File: config.mk
export PLATFORM = sky130hd
export DESIGN_NAME = led_pattern_sequencer
export DESIGN_NICKNAME = d
export VERILOG_FILES = /design/src/rtl/led_pattern_sequencer.sv
export SDC_FILE = /design/constraint.sdc
export NUM_CORES = 1
export LEC_CHECK = 0
export BUFFER_PORTS_ARGS = -buffer_cell sky130_fd_sc_hd__clkbuf_2
export CORE_MARGIN = 2
export CORE_UTILIZATION = 55
export CTS_CLUSTER_SIZE = 10
export DETAILED_ROUTE_END_ITERATION = 6
export GPL_TIMING_DRIVEN = 0
export HOLD_SLACK_MARGIN = 0.03
export PLACE_DENSITY_LB_ADDON = 0.25
export SLEW_MARGIN = 20
export SYNTH_ARGS = -nofsm -noshare
export SYNTH_HDL_FRONTEND = slang
export SYNTH_SLANG_ARGS = --single-unit
File: constraint.sdc
create_clock -name CLK -period 5.2 [get_ports CLK]
set_input_delay 0.52 -clock CLK [delete_from_list [all_inputs] [get_ports CLK]]
set_output_delay 0.52 -clock CLK [all_outputs]
set_load 0.005 [all_outputs]
File: src/rtl/led_pattern_sequencer.sv
// LED pattern player: plays a writable pattern memory onto the LED bank at a
// prescaled step rate. The player supports loop, one-shot, ping-pong and
// freeze modes.
module led_pattern_sequencer #(
    parameter int WIDTH    = 5,
    parameter int DEPTH    = 8,
    parameter int ADDR_W   = 3,
    parameter int PRESCALE = 1000000,
    parameter int PRESC_W  = 20
) (
    input  logic              CLK,
    input  logic              RESET,
    input  logic              wr_en,
    input  logic [ADDR_W-1:0] wr_addr,
    input  logic [WIDTH-1:0]  wr_data,
    input  logic              start,
    input  logic              stop,
    input  logic [1:0]        mode,
    input  logic [ADDR_W-1:0] last_addr,
    output logic [WIDTH-1:0]  LEDS,
    output logic              busy,
    output logic              done,
    output logic [ADDR_W-1:0] step_addr
);

    typedef enum logic [1:0] {S_IDLE, S_RUN, S_DONE} state_e;
    typedef enum logic [1:0] {M_LOOP, M_ONESHOT, M_PINGPONG, M_FREEZE} mode_e;

    localparam logic [PRESC_W-1:0] PRESC_MAX = PRESC_W'(PRESCALE - 1);

    logic [WIDTH-1:0]   mem [DEPTH];

    state_e             state_q;
    mode_e              mode_q;
    logic [ADDR_W-1:0]  last_q;
    logic [ADDR_W-1:0]  step_q, step_d;
    logic               dir_down_q, dir_down_d;
    logic [PRESC_W-1:0] presc_q;
    logic [WIDTH-1:0]   leds_q;
    logic               busy_q, done_q;
    logic               tick;
    logic               finish_d;

    // Pattern memory: synchronous write. It has no reset, so loaded
    // patterns survive RESET.
    always_ff @(posedge CLK) begin
        if (wr_en) begin
            mem[wr_addr] <= wr_data;
        end
    end

    // Next step index and direction that apply when the prescaler ticks.
    always_comb begin
        tick       = (state_q == S_RUN) && (presc_q == PRESC_MAX);
        step_d     = step_q;
        dir_down_d = dir_down_q;
        finish_d   = 1'b0;
        unique case (mode_q)
            M_LOOP: begin
                step_d = (step_q == last_q) ? '0 : step_q + ADDR_W'(1);
            end
            M_ONESHOT: begin
                if (step_q == last_q) begin
                    finish_d = 1'b1;
                end else begin
                    step_d = step_q + ADDR_W'(1);
                end
            end
            M_PINGPONG: begin
                if (last_q == '0) begin
                    step_d = '0;
                end else if (!dir_down_q) begin
                    step_d = step_q + ADDR_W'(1);
                    if (step_d == last_q) begin
                        dir_down_d = 1'b1;
                    end
                end else begin
                    step_d = step_q - ADDR_W'(1);
                    if (step_d == '0) begin
                        dir_down_d = 1'b0;
                    end
                end
            end
            default: begin
                step_d = step_q;
            end
        endcase
    end

    // Player FSM with registered LED and status outputs. Start has priority
    // over stop. The LED read uses the pre-write memory contents.
    always_ff @(posedge CLK or posedge RESET) begin
        if (RESET) begin
            state_q    <= S_IDLE;
            mode_q     <= M_LOOP;
            last_q     <= '0;
            step_q     <= '0;
            dir_down_q <= 1'b0;
            presc_q    <= '0;
            leds_q     <= '0;
            busy_q     <= 1'b0;
            done_q     <= 1'b0;
        end else if (start) begin
            state_q    <= S_RUN;
            mode_q     <= mode_e'(mode);
            last_q     <= last_addr;
            step_q     <= '0;
            dir_down_q <= 1'b0;
            presc_q    <= '0;
            leds_q     <= mem[0];
            busy_q     <= 1'b1;
            done_q     <= 1'b0;
        end else if (stop && (state_q != S_IDLE)) begin
            state_q <= S_IDLE;
            busy_q  <= 1'b0;
            done_q  <= 1'b0;
        end else if (state_q == S_RUN) begin
            presc_q <= tick ? '0 : presc_q + PRESC_W'(1);
            if (tick) begin
                if (finish_d) begin
                    state_q <= S_DONE;
                    busy_q  <= 1'b0;
                    done_q  <= 1'b1;
                end else begin
                    step_q     <= step_d;
                    dir_down_q <= dir_down_d;
                    leds_q     <= mem[step_d];
                end
            end
        end
    end

    assign LEDS      = leds_q;
    assign busy      = busy_q;
    assign done      = done_q;
    assign step_addr = step_q;

endmodule

==> run metrics <==
master cell of the clock root buffer sky130_fd_sc_hd__clkbuf_8; Inst Count DP approximately 430; area share of the largest cell type after synthesis 32.0%; count of buffers from port buffering 27; TritonCTS clock tree done; fraction of registers with async set or reset after synthesis between 40% and 50%; x dimension of the die just under 90 um; cells after synthesis between 300 and 400; net count of the mapped netlist about 350; Routed Wire Length about 7100 um; utilization of the core after routing approximately 62%; arrival time at the worst endpoint ~3.3 ns; type of the worst setup path reg2reg; Final Instance Count excl. Fillers 449; number of antenna violations at the first check in global routing 0; residual overflow from global routing 0; Initial Utilization between 50% and 60%; number of buffers added for setup after CTS 0; cts hold-fix bufs 0; largest area contributor in the synthesized netlist sky130_fd_sc_hd__edfxtp_1; Crit. End Element flop; FF+latch count, synth 76; synthesized area per cell around 11 um^2; die height around 87 um; worst hold slack after final layout between 0.2 and 0.3 ns; sequential share of the synthesized area 56.1%; biggest area contributors in the synthesized netlist sky130_fd_sc_hd__edfxtp_1, sky130_fd_sc_hd__dfrtp_1, sky130_fd_sc_hd__nor2_1; number of distinct library cell variants in the gate-level netlist after synthesis between 50 and 60; result of the run finished clean; area occupied by registers ~0.0021 mm^2; clock sinks 76; register clock-pin slew on the reported worst setup and hold paths roughly 0.070 ns; area of the multi-input gates roughly 0.0016 mm^2; DRC violation total after the first TritonRoute iteration ~140; combined global-route utilization of all metal layers between 20% and 30%; setup-violating endpoint count in the final report 0; standby leakage power around 1.6 nW; Max Freq roughly 330 MHz; Detail Placement HPWL approximately 5000 um; post-cts gate resize count 0; Crit. Startpoint step_addr[0]; largest buffer count on any clock path 2; TritonCTS buffer count 9; number of nets in the layout 387; r2r startpoint step_addr[0]; number of enable-type register cells in the synthesized netlist 40; data required time at the worst endpoint between 5 and 6 ns; flip-flop cell with the highest count after synthesis sky130_fd_sc_hd__edfxtp_1; residual DRC count 0; Filler cells roughly 540; number of global-route vias before repair 2549; cell area after placement around 0.0040 mm^2; final worst-path cycle share between 50 and 60%; Power Total 1.17 mW; max-slew violation total from the final report 0; clock skew after layout 0.00914 ns; terminus of the critical flop-to-flop path LEDS[2]; average wire per cell in the routed design 15.8 um; warning count from the yosys run 0; peak ir drop on the vdd network roughly 0.22 mV; die area 0.00749 mm^2; worst setup margin approximately 2.1 ns; number of antenna repair diodes 0; io pins 28; number of failing hold endpoints at the final stage 0; row cnt 30; highest net fanout along the worst path 10; Final TNS setup 0 ns; total of max-cap violations 0; clock latency of the later-clocked register in the worst-skew pair roughly 0.34 ns; Routability Congestion around 0.86; fraction of layout instances using a drive strength above 1 19.2%; PD cells 283 mW/mm^2; cell count of the worst reg-to-reg path 10; largest net degree at the start of global routing 37; Final Instance Area 0.00416 mm^2; pin slew with the least headroom to its limit between 0.7 and 0.8 ns; RSZ-0062 raised after global routing no; router iterations before antenna repair 4; H-tree levels 3; Synth Cell Area between 0.003 and 0.004 mm^2; antenna-violating nets left 0; Area Growth Syn to Fin 10.8%; pre-CTS setup slack between 2 and 2.5 ns; time the worst path needs with I/O delays and setup 3.07 ns; relative max-transition margin 48.5%; number of vias in the routed layout about 2600; worst hold-check path type in2async; worst reg2reg setup slack approximately 2.1 ns; Worst setup SP type flop; Std-Cell Core Area around 0.0067 mm^2; global-route wire length before repair 12100 um; detail-routed via count per cell 5.83
==> registers in the layout, indices dropped and copies added, names as in the netlist <==
signal and cells:
mem 40, mode_q 2, dir_down_q 1, last_q 3
state_q 2, presc_q 20, LEDS 5, step_addr 3
==> report_power, final <==
part	total (mW)	switching (mW)	internal, mW
combinational	0.119	0.0703	0.0488
clock	0.389	0.203	0.186
sequential	0.667	0.0128	0.654
total	1.17	0.286	0.888
==> kinds of logic (layout without fill, tap and decap cells) <==
kind of cell	count (synthesis)	after routing	synth area share [%]
flops	76	76	56.1
buf+inv	18	61	2.17
xor+xnor	17	17	3.97
fa+ha+maj	5	5	1.67
mux	23	23	6.54
compound gates	67	67	11.7
simple gates	120	120	17.8
==> routing by layer <==
| metal | vias to the layer above | global-route usage (%) | share of wire, % |
|---|---|---|---|
| met1 | 1265 | 29.0 | 47 |
| li1 | 1290 | - | - |
| met5 | - | 0 | 0 |
| met3 | 10 | 3.52 | 2.9 |
| met2 | 52 | 32.7 | 48 |
| met4 | 0 | 11.1 | 1.7 |
==> cells in the final DEF (no fill, tap or decap), types with 9 or more instances in the layout <==
cell | synthesis | routed
sky130_fd_sc_hd__nand2b_1 | 9 | 9
sky130_fd_sc_hd__nand3_1 | 16 | 16
sky130_fd_sc_hd__mux2i_1 | 11 | 11
sky130_fd_sc_hd__o21ai_0 | 24 | 24
sky130_fd_sc_hd__mux2_2 | 11 | 11
sky130_fd_sc_hd__dfrtp_1 | 36 | 36
sky130_fd_sc_hd__clkbuf_2 | 1 | 28
sky130_fd_sc_hd__nand4_1 | 10 | 10
sky130_fd_sc_hd__nor2_1 | 35 | 35
sky130_fd_sc_hd__xnor2_1 | 9 | 9
sky130_fd_sc_hd__nand2_1 | 16 | 16
sky130_fd_sc_hd__clkbuf_8 | 0 | 10
sky130_fd_sc_hd__edfxtp_1 | 40 | 40
==> synthesized netlist by cell type (all sizes together) (2+ instances only) <==
| master | n |
|---|---|
| inv | 8 |
| and2b | 2 |
| ha | 5 |
| or2 | 2 |
| o211ai | 7 |
| edfxtp | 40 |
| a31oi | 7 |
| nand4 | 10 |
| xor2 | 8 |
| nand3 | 16 |
| dfrtp | 36 |
| o2111ai | 2 |
| a21o | 2 |
| nor2b | 2 |
| a21oi | 6 |
| clkbuf | 6 |
| and2 | 6 |
| o31ai | 5 |
| nor2 | 37 |
| nor3 | 5 |
| xnor2 | 9 |
| nand2b | 9 |
| mux2i | 11 |
| a211oi | 6 |
| o21ai | 24 |
| mux2 | 12 |
| a22oi | 3 |
| nand2 | 16 |
| nor4 | 2 |
| buf | 3 |
| or3 | 5 |
==> worst max-delay path by stage <==
stage	endpoint	slack (ns)	depth (start not counted)
floorplan	LEDS[2]	2.57	10
global placement	LEDS[2]	2.23	10
detailed placement	LEDS[2]	2.16	10
CTS	LEDS[2]	2.13	10
global route	LEDS[2]	1.98	10
finish	LEDS[2]	2.13	10
==> critical path: stages (launching register included) <==
cell and delay [ns]:
sky130_fd_sc_hd__dfrtp_1 0.50, sky130_fd_sc_hd__xnor2_1 0.34, sky130_fd_sc_hd__nand3_1 0.14, sky130_fd_sc_hd__ha_1 0.28
sky130_fd_sc_hd__and2_1 0.17, sky130_fd_sc_hd__o31ai_2 0.58, sky130_fd_sc_hd__nor2_4 0.11, sky130_fd_sc_hd__buf_6 0.20
sky130_fd_sc_hd__mux2_1 0.35, sky130_fd_sc_hd__o211ai_1 0.16, sky130_fd_sc_hd__o211ai_1 0.11
==> area by class of cell <==
type,instances,share of cell area (%)
Sequential cell,76,50.6
Buffer,9,1.14
Multi-Input combinational cell,232,37.7
Clock buffer,12,3.49
Clock inverter,4,0.632
Tap cell,80,2.41
Inverter,9,0.813
Timing Repair Buffer,27,3.25
No activity file was read; power rests on OpenSTA's default activity.
